===== config.mk =====
export PLATFORM = sky130hd
export DESIGN_NAME = delta_accumulate
export DESIGN_NICKNAME = d
export VERILOG_FILES = /design/src/rtl/delta_accumulate.sv
export SDC_FILE = /design/constraint.sdc
export NUM_CORES = 1
export LEC_CHECK = 0
export BUFFER_PORTS_ARGS = -buffer_cell sky130_fd_sc_hd__buf_2
export CAP_MARGIN = 20
export CORE_MARGIN = 2
export CORE_UTILIZATION = 48
export CTS_BUF_LIST = sky130_fd_sc_hd__clkbuf_16
export DETAILED_ROUTE_END_ITERATION = 16
export GPL_TIMING_DRIVEN = 0
export PLACE_DENSITY = 0.74
export SYNTH_ARGS = -nofsm -noshare
export SYNTH_HDL_FRONTEND = slang
export SYNTH_SLANG_ARGS = --single-unit

===== constraint.sdc =====
create_clock -name clk -period 3.2 [get_ports clk]
set_input_delay 0.32 -clock clk [delete_from_list [all_inputs] [get_ports clk]]
set_output_delay 0.32 -clock clk [all_outputs]
set_load 0.1 [all_outputs]

===== src/rtl/delta_accumulate.sv =====
// rtl/delta_accumulate.sv - delta-to-sample reconstruction with saturation and frame tracking
// One registered output stage; the output register doubles as the running accumulator.
module delta_accumulate #(
  parameter int DWIDTH    = 16,
  parameter int FRAME_LEN = 64
) (
  input  logic              clk,
  input  logic              rst_n,
  input  logic              in_valid,
  output logic              in_ready,
  input  logic [DWIDTH-1:0] in_data,
  input  logic              in_first,
  output logic              out_valid,
  input  logic              out_ready,
  output logic [DWIDTH-1:0] out_data,
  output logic              out_last,
  output logic              out_sat,
  output logic              out_abort
);

  localparam int IW = (FRAME_LEN > 1) ? $clog2(FRAME_LEN) : 1;
  localparam logic [IW-1:0] LAST_IDX = IW'(FRAME_LEN - 1);
  localparam logic [DWIDTH-1:0] MAX_VAL = {1'b0, {(DWIDTH-1){1'b1}}};
  localparam logic [DWIDTH-1:0] MIN_VAL = {1'b1, {(DWIDTH-1){1'b0}}};

  typedef enum logic {
    EXPECT_FIRST = 1'b0,
    IN_FRAME     = 1'b1
  } state_t;

  state_t state, state_next;

  logic [IW-1:0]     idx, idx_next;
  logic              accept;
  logic              restart;
  logic              abort_next;
  logic [DWIDTH:0]   sum;
  logic              clamp;
  logic [DWIDTH-1:0] acc_next;
  logic              sat_next;
  logic              last_next;

  // Ready depends only on the output slot, never on in_valid.
  assign in_ready = !out_valid || out_ready;
  assign accept   = in_valid && in_ready;

  always_ff @(posedge clk or negedge rst_n) begin
    if (!rst_n) begin
      state <= EXPECT_FIRST;
    end else begin
      state <= state_next;
    end
  end

  always_comb begin
    state_next = state;
    if (accept) begin
      state_next = last_next ? EXPECT_FIRST : IN_FRAME;
    end
  end

  always_comb begin
    restart    = 1'b0;
    abort_next = 1'b0;
    case (state)
      EXPECT_FIRST: restart = 1'b1;
      IN_FRAME: begin
        restart    = in_first;
        abort_next = in_first;
      end
      default: restart = 1'b1;
    endcase
  end

  // One extra bit of headroom exposes overflow as a disagreement of the top two bits.
  always_comb begin
    sum      = {out_data[DWIDTH-1], out_data} + {in_data[DWIDTH-1], in_data};
    clamp    = sum[DWIDTH] ^ sum[DWIDTH-1];
    acc_next = sum[DWIDTH-1:0];
    if (clamp) begin
      acc_next = sum[DWIDTH] ? MIN_VAL : MAX_VAL;
    end
    sat_next = out_sat || clamp;
    idx_next = idx + IW'(1);
    if (restart) begin
      acc_next = in_data;
      sat_next = 1'b0;
      idx_next = '0;
    end
    last_next = (idx_next == LAST_IDX);
  end

  always_ff @(posedge clk or negedge rst_n) begin
    if (!rst_n) begin
      out_valid <= 1'b0;
      out_data  <= '0;
      out_last  <= 1'b0;
      out_sat   <= 1'b0;
      out_abort <= 1'b0;
      idx       <= '0;
    end else begin
      if (accept) begin
        out_valid <= 1'b1;
        out_data  <= acc_next;
        out_last  <= last_next;
        out_sat   <= sat_next;
        out_abort <= abort_next;
        idx       <= idx_next;
      end else if (out_ready) begin
        out_valid <= 1'b0;
      end
    end
  end

endmodule


==> qor.yml, run 1 <==
core_um2: 4384
gp_congestion: 0.8787
io_buffers: 41
synth-edff-count: 0
cts_tree: "built"
path_class: "flip-flop to flip-flop"
die_w_um: 71.70
cts.repair.resized: 0
fmax_mhz: 353.9
relSlewSlack: 0.5616
grt_usage: 0.2350
maxSlewViolCount: 0
synth_async_sr_flop_share: 1.000
ys_seq_area_frac: 0.3072
netlist_area_um2: 2200
crit_path_end_kind: "flip-flop"
cts_sinks: 27
clock_path_buffers: 2
pre_cts_slack_ns: 0.3626
multi_input_area_um2: 1448
r2r_cells: 11
grt_pass1_wl_mm: 9.680
finClkSkew_ns: 0.003644
period_needed_ns: 2.825
hold_viol: 0
finalCritPeriodShare: 0.8829
hp-class: "input port to async pin"
cts_max_level: 1
numCtsBuffers: 3
status: "finished clean"
synth_warnings: 0
die-area_um2: 5140
drt_iter0_drc: 93
synth_nets: 307
worstPathRequired_ns: 3.39
rows: 24
tightest_slew_ns: 0.6577
setup_tns_ns: 0
ys.flop_type: "dfrtp_1"
setup_violations: 0
synth_seq_cells: 27
critPathMaxFanout: 10
area_growth_pct: 16.04
antenna_found_initial: 0
arrival_ns: 3.02
fill_cells: 415
cts-root-buf: "clkbuf_16"
setup_ws_ns: 0.3746
netlist_instances: 268
diodes: 0
route.detailed.drc: 0
synth_cell_types: 49
clk_pin_slew_ns: 0.07
maxCapViolations: 0
place_hpwl_mm: 4.194
avgSynthCellArea_um2: 8.208
cts_hold_buffers: 0
grt-ovfl-total: 0
clk_latency_ns: 0.27
start_util: 0.5017
nets: 353
first_global_vias: 2056
first_pass_iters: 4
wl_mm: 5.695
die_h_um: 71.70
final_cell_mix: "buf_2 (42), nand2_1 (32), nor2_1 (28)"
drive_above_1_share: 0.1821
ios: 42
num_vias: 2153
start_kind: "flip-flop"
grt_max_degree: 28
antenna_left: 0
wl_per_cell_um: 15.60
seq_area_um2: 675.6
layout_commonest_cell: "buf_2"
postCtsSetupRepairBufs: 0
grt_setup_unrepaired: "no"
vias_per_cell: 5.899
-- stage by stage --
stage,util,hold WS (ns),cell area (um2),instances
2_1_floorplan,-,0.02441,2200,268
3_3_place_gp,0.5634,0.3873,2470,361
3_5_place_dp,0.5634,0.3905,2470,361
4_1_cts,0.5822,0.09624,2552,365
5_1_grt,0.5822,0.1329,2552,365
6_report,0.5822,0.07150,2552,365
-- cell type report --
type | instances | area share
inverters | 5 | 0.007353
well taps | 52 | 0.02549
multi-input cells | 226 | 0.5672
flip-flops and latches | 27 | 0.2647
clock inverters | 1 | 0.002941
clock buffers | 3 | 0.02941
plain buffers | 10 | 0.02255
repair buffers | 41 | 0.08039
-- synthesized netlist by cell type (2+ instances only) --
library cell	instances	area [um2]
o21ai_0	21	105.1
nand3_1	10	50.05
buf_6	2	22.52
or3_1	5	31.28
nand2_1	32	120.1
clkbuf_1	5	18.77
a21o_1	5	37.54
nand4_1	4	25.02
inv_1	5	18.77
ha_1	17	212.7
nor2_1	28	105.1
a211oi_1	4	30.03
xor2_1	2	17.52
nor2b_1	4	25.02
nand2b_1	7	43.79
nor3_1	7	35.03
mux2i_1	2	20.02
and3_1	2	12.51
xnor2_1	10	87.58
a21oi_1	21	105.1
o211ai_1	7	52.55
o21ai_1	4	20.02
dfrtp_1	27	675.7
o21a_1	2	15.01
a31oi_1	11	68.82
-- kinds of logic (layout without fill, tap and decap cells) --
family,Yosys count,in the layout,synth area share
AOI/OAI and AO/OA,86,86,0.2474
xor gates and xnor gates,13,13,0.05518
muxes,3,3,0.01934
buffers and inverters,15,60,0.03470
and+or+nand+nor,106,106,0.2304
DFF,27,27,0.3072
adders and majority gates,18,18,0.1058
-- sequential cells by signal (all words and copies together), names as in the netlist --
| register | cells |
|---|---|
| out_valid | 1 |
| out_data | 16 |
| idx | 6 |
| state | 1 |
| out_sat | 1 |
| out_last | 1 |
| out_abort | 1 |
-- path summary, 6_finish.rpt --
kind | endpoint | slack, ns | from
max | out_data[12] | 0.37 | out_data[0]
min | out_data[8] | 0.07 | rst_n
max reg2reg | out_data[12] | 0.37 | out_data[0]
min reg2reg | out_abort | 0.49 | out_abort
max in group asynchronous | out_data[9] | 2.70 | rst_n
min in group clk | out_valid | 0.27 | in_valid
-- worst max-delay path, stage by stage, from the launching register on --
cell and delay (ns):
dfrtp_1 0.37, ha_1 0.20, inv_1 0.06, fa_1 0.38, nand2b_1 0.19, a21oi_1 0.26
o21ai_0 0.25, a32o_2 0.33, mux2i_4 0.23, buf_6 0.20, nand3_1 0.09, a31oi_1 0.18
-- routing by layer --
layer / vias to the layer above / track usage / wire [um]
met3: 9 / 0.03094 / 314
li1: 1070 / - / -
met2: 55 / 0.3673 / 2595
met5: - / 0 / 0
met4: 0 / 0.07547 / 89
met1: 1019 / 0.3381 / 2696
Power of run 1 is not shown: default switching activity piles up to over one toggle a cycle in this logic, so the estimate is an artifact.
==> inputs of run 2 (changes only) <==
--- a/config.mk
+++ b/config.mk
@@ -5,7 +5,7 @@
 export SDC_FILE = /design/constraint.sdc
 export NUM_CORES = 1
 export LEC_CHECK = 0
-export BUFFER_PORTS_ARGS = -buffer_cell sky130_fd_sc_hd__buf_2
+export BUFFER_PORTS_ARGS = -buffer_cell sky130_fd_sc_hd__buf_4
 export CAP_MARGIN = 20
 export CORE_MARGIN = 2
 export CORE_UTILIZATION = 48
@@ -16,3 +16,4 @@
 export SYNTH_ARGS = -nofsm -noshare
 export SYNTH_HDL_FRONTEND = slang
 export SYNTH_SLANG_ARGS = --single-unit
+export TNS_END_PERCENT = 1
==> run 2 against run 1 <==
Critical path depth is the same. Clock skew grew 0.0010 ns. Core utilization increased by 2.6 points. Hold slack improved by 0.19 ns. Flip-flop and latch count did not move. Routed wire length shrank 1.1%. Global-route usage is 0.95 points lower. Critical endpoint unchanged. Non-clock buffer count up 1. Largest cell class unchanged.
==> qor.yml, run 2 (synthesis results as in run 1) <==
grt_pass1_wl_mm: 9.266  # was 9.680 mm
crit_path_cell_trace: "ha_1 > inv_1 > fa_1 > nand2b_1 > a21oi_1 > o21ai_0 > a32o_2 > mux2i_4 > buf_6 > nand3_1 > a31oi_1"  # unchanged
die_h_um: 71.70  # unchanged
relSlewSlack: 0.6387  # was 0.5616
num_vias: 2137  # was 2153
fill_cells: 413  # was 415
worstPathRequired_ns: 3.39  # about the same
hold_path_startpoint: "in_valid"
cts_sinks: 27  # unchanged
path_class: "flip-flop to flip-flop"  # unchanged
pwr-share-seq: 0.172
first_pass_iters: 4  # unchanged
antenna_found_initial: 0  # unchanged
cts_tree: "built"  # unchanged
critPathMaxFanout: 10  # unchanged
wl_per_cell_um: 15.39  # was 15.60 um
die-area_um2: 5140  # unchanged
setup_violations: 0  # unchanged
drive_above_1_share: 0.1815  # was 0.1821
power_mw: 3.167
ff2ff_setup_slack_ns: 0.34  # was 0.37 ns
place_hpwl_mm: 4.244  # was 4.194 mm
grt_setup_unrepaired: "no"  # unchanged
crit_buf_inv: 2  # unchanged
cts-root-buf: "clkbuf_16"  # unchanged
largestRegisters: "out_data x16, idx x6"  # unchanged
clock_path_buffers: 2  # unchanged
wl_mm: 5.631  # was 5.695 mm
vias_per_cell: 5.839  # was 5.899
first_global_vias: 2031  # was 2056
layout_commonest_cell: "buf_4"  # was buf_2
clkPwrFrac: 0.096
cts.repair.resized: 0  # unchanged
period_needed_ns: 2.859  # was 2.825 ns
intPower_mw: 1.336
route.detailed.drc: 0  # unchanged
largest-register: "out_data"  # unchanged
grt-ovfl-total: 0  # unchanged
nets: 354  # was 353
postCtsSetupRepairBufs: 0  # unchanged
clk_latency_ns: 0.27  # about the same
diodes: 0  # unchanged
antenna_left: 0  # unchanged
power_density_nw_per_um2: 1188
arrival_ns: 3.05  # was 3.02 ns
hold_path_depth: 2
drt_iter0_drc: 113  # was 93
gp_congestion: 0.8345  # was 0.8787
grt_usage: 0.2255  # was 0.2350
clk_pin_slew_ns: 0.07  # about the same
leakage_nw: 1.157
seq_area_um2: 675.6  # unchanged
fmax_mhz: 349.7  # was 353.9 MHz
ios: 42  # unchanged
tightest_slew_ns: 0.5419  # was 0.6577 ns
finalCritPeriodShare: 0.8935  # was 0.8829
critPathSlowestCell: "dfrtp_1"  # was fa_1
maxSlewViolCount: 0  # unchanged
switching_share: 0.5781
start_util: 0.5017  # unchanged
numCtsBuffers: 3  # unchanged
reg2reg_from: "out_data[0]"  # unchanged
cts_max_level: 1  # unchanged
power.switching_mw: 1.831
hp-class: "input port to flip-flop"  # was input port to async pin
r2r_cells: 11  # unchanged
maxCapViolations: 0  # unchanged
io_buffers: 41  # unchanged
area_growth_pct: 21.16  # was 16.04%
multi_input_area_um2: 1448  # unchanged
vdd_drop_max_mv: 0.6032
crit_path_end_kind: "flip-flop"  # unchanged
p_comb_frac: 0.732
start_kind: "flip-flop"  # unchanged
grt_max_degree: 28  # unchanged
path_delay_family: "compound AO/OA/AOI/OAI gates"  # unchanged
setup_tns_ns: 0  # unchanged
finClkSkew_ns: 0.004679  # was 0.003644 ns
max_stage_delay_ns: 0.38  # about the same
largest_register_ffs: 16  # unchanged
r2r_end: "out_data[12]"  # unchanged
rows: 24  # unchanged
holdPathEnd: "out_valid"
die_w_um: 71.70  # unchanged
final_cell_mix: "buf_4 (42), nand2_1 (32), nor2_1 (28)"  # was buf_2 (42), nand2_1 (32), nor2_1 (28)
status: "finished clean"  # unchanged
core_um2: 4384  # unchanged
hold_viol: 0  # unchanged
-- run 2: final cells by class --
class / instances / share of cell area
well taps: 52 / 0.02441
clock inverters: 1 / 0.002817
inverters: 5 / 0.007042
clock buffers: 3 / 0.02817
multi-input cells: 226 / 0.5432
plain buffers: 10 / 0.02160
flip-flops and latches: 27 / 0.2535
repair buffers: 42 / 0.1192
-- run 2: timing repair --
item,in CTS,in global routing
hold endpoints to repair,27,0
setup endpoints to repair,0,0
hold buffers,1,0
-- run 2: metal layers --
metal,vias to the layer above,share of wire,track usage
met5,-,0,0
met4,0,0.0060,0.06080
met3,4,0.042,0.02532
met2,43,0.45,0.3529
met1,1014,0.50,0.3313
li1,1076,-,-
-- run 2: worst max-delay path by stage --
stage,start,end,slack [ns],cells after the start
final,out_data[0],out_data[12],0.34,11
after global routing,out_data[0],out_data[12],0.15,11
after CTS,out_data[0],out_data[12],0.33,11
after detailed placement,in_data[0],out_data[12],0.33,12
after global placement,in_data[0],out_data[12],0.39,12
after floorplan,out_data[0],out_data[12],0.14,11
-- run 2: power groups by stage --
stage	registers, mW	clock network [mW]	logic, mW
6_report	0.545	0.303	2.32
5_1_grt	0.562	0.316	2.49
4_1_cts	0.543	0.305	2.31
3_5_place_dp	0.548	0	2.30
3_3_place_gp	0.546	0	2.28
2_1_floorplan	1.30	0	1.11
-- run 2: per-stage QoR --
step / hold WS [ns] / instance area [um2] / utilization / cells / setup slack, ns
4_1_cts: 0.2575 / 2665 / 0.6079 / 366 / 0.3346
6_report: 0.2588 / 2665 / 0.6079 / 366 / 0.3407
5_1_grt: 0.2634 / 2665 / 0.6079 / 366 / 0.1529
2_1_floorplan: 0.02441 / 2200 / - / 268 / 0.1365
3_3_place_gp: 0.2670 / 2572 / 0.5868 / 361 / 0.3896
3_5_place_dp: 0.2690 / 2572 / 0.5868 / 361 / 0.3346
Power figures use the tool's default switching activity.
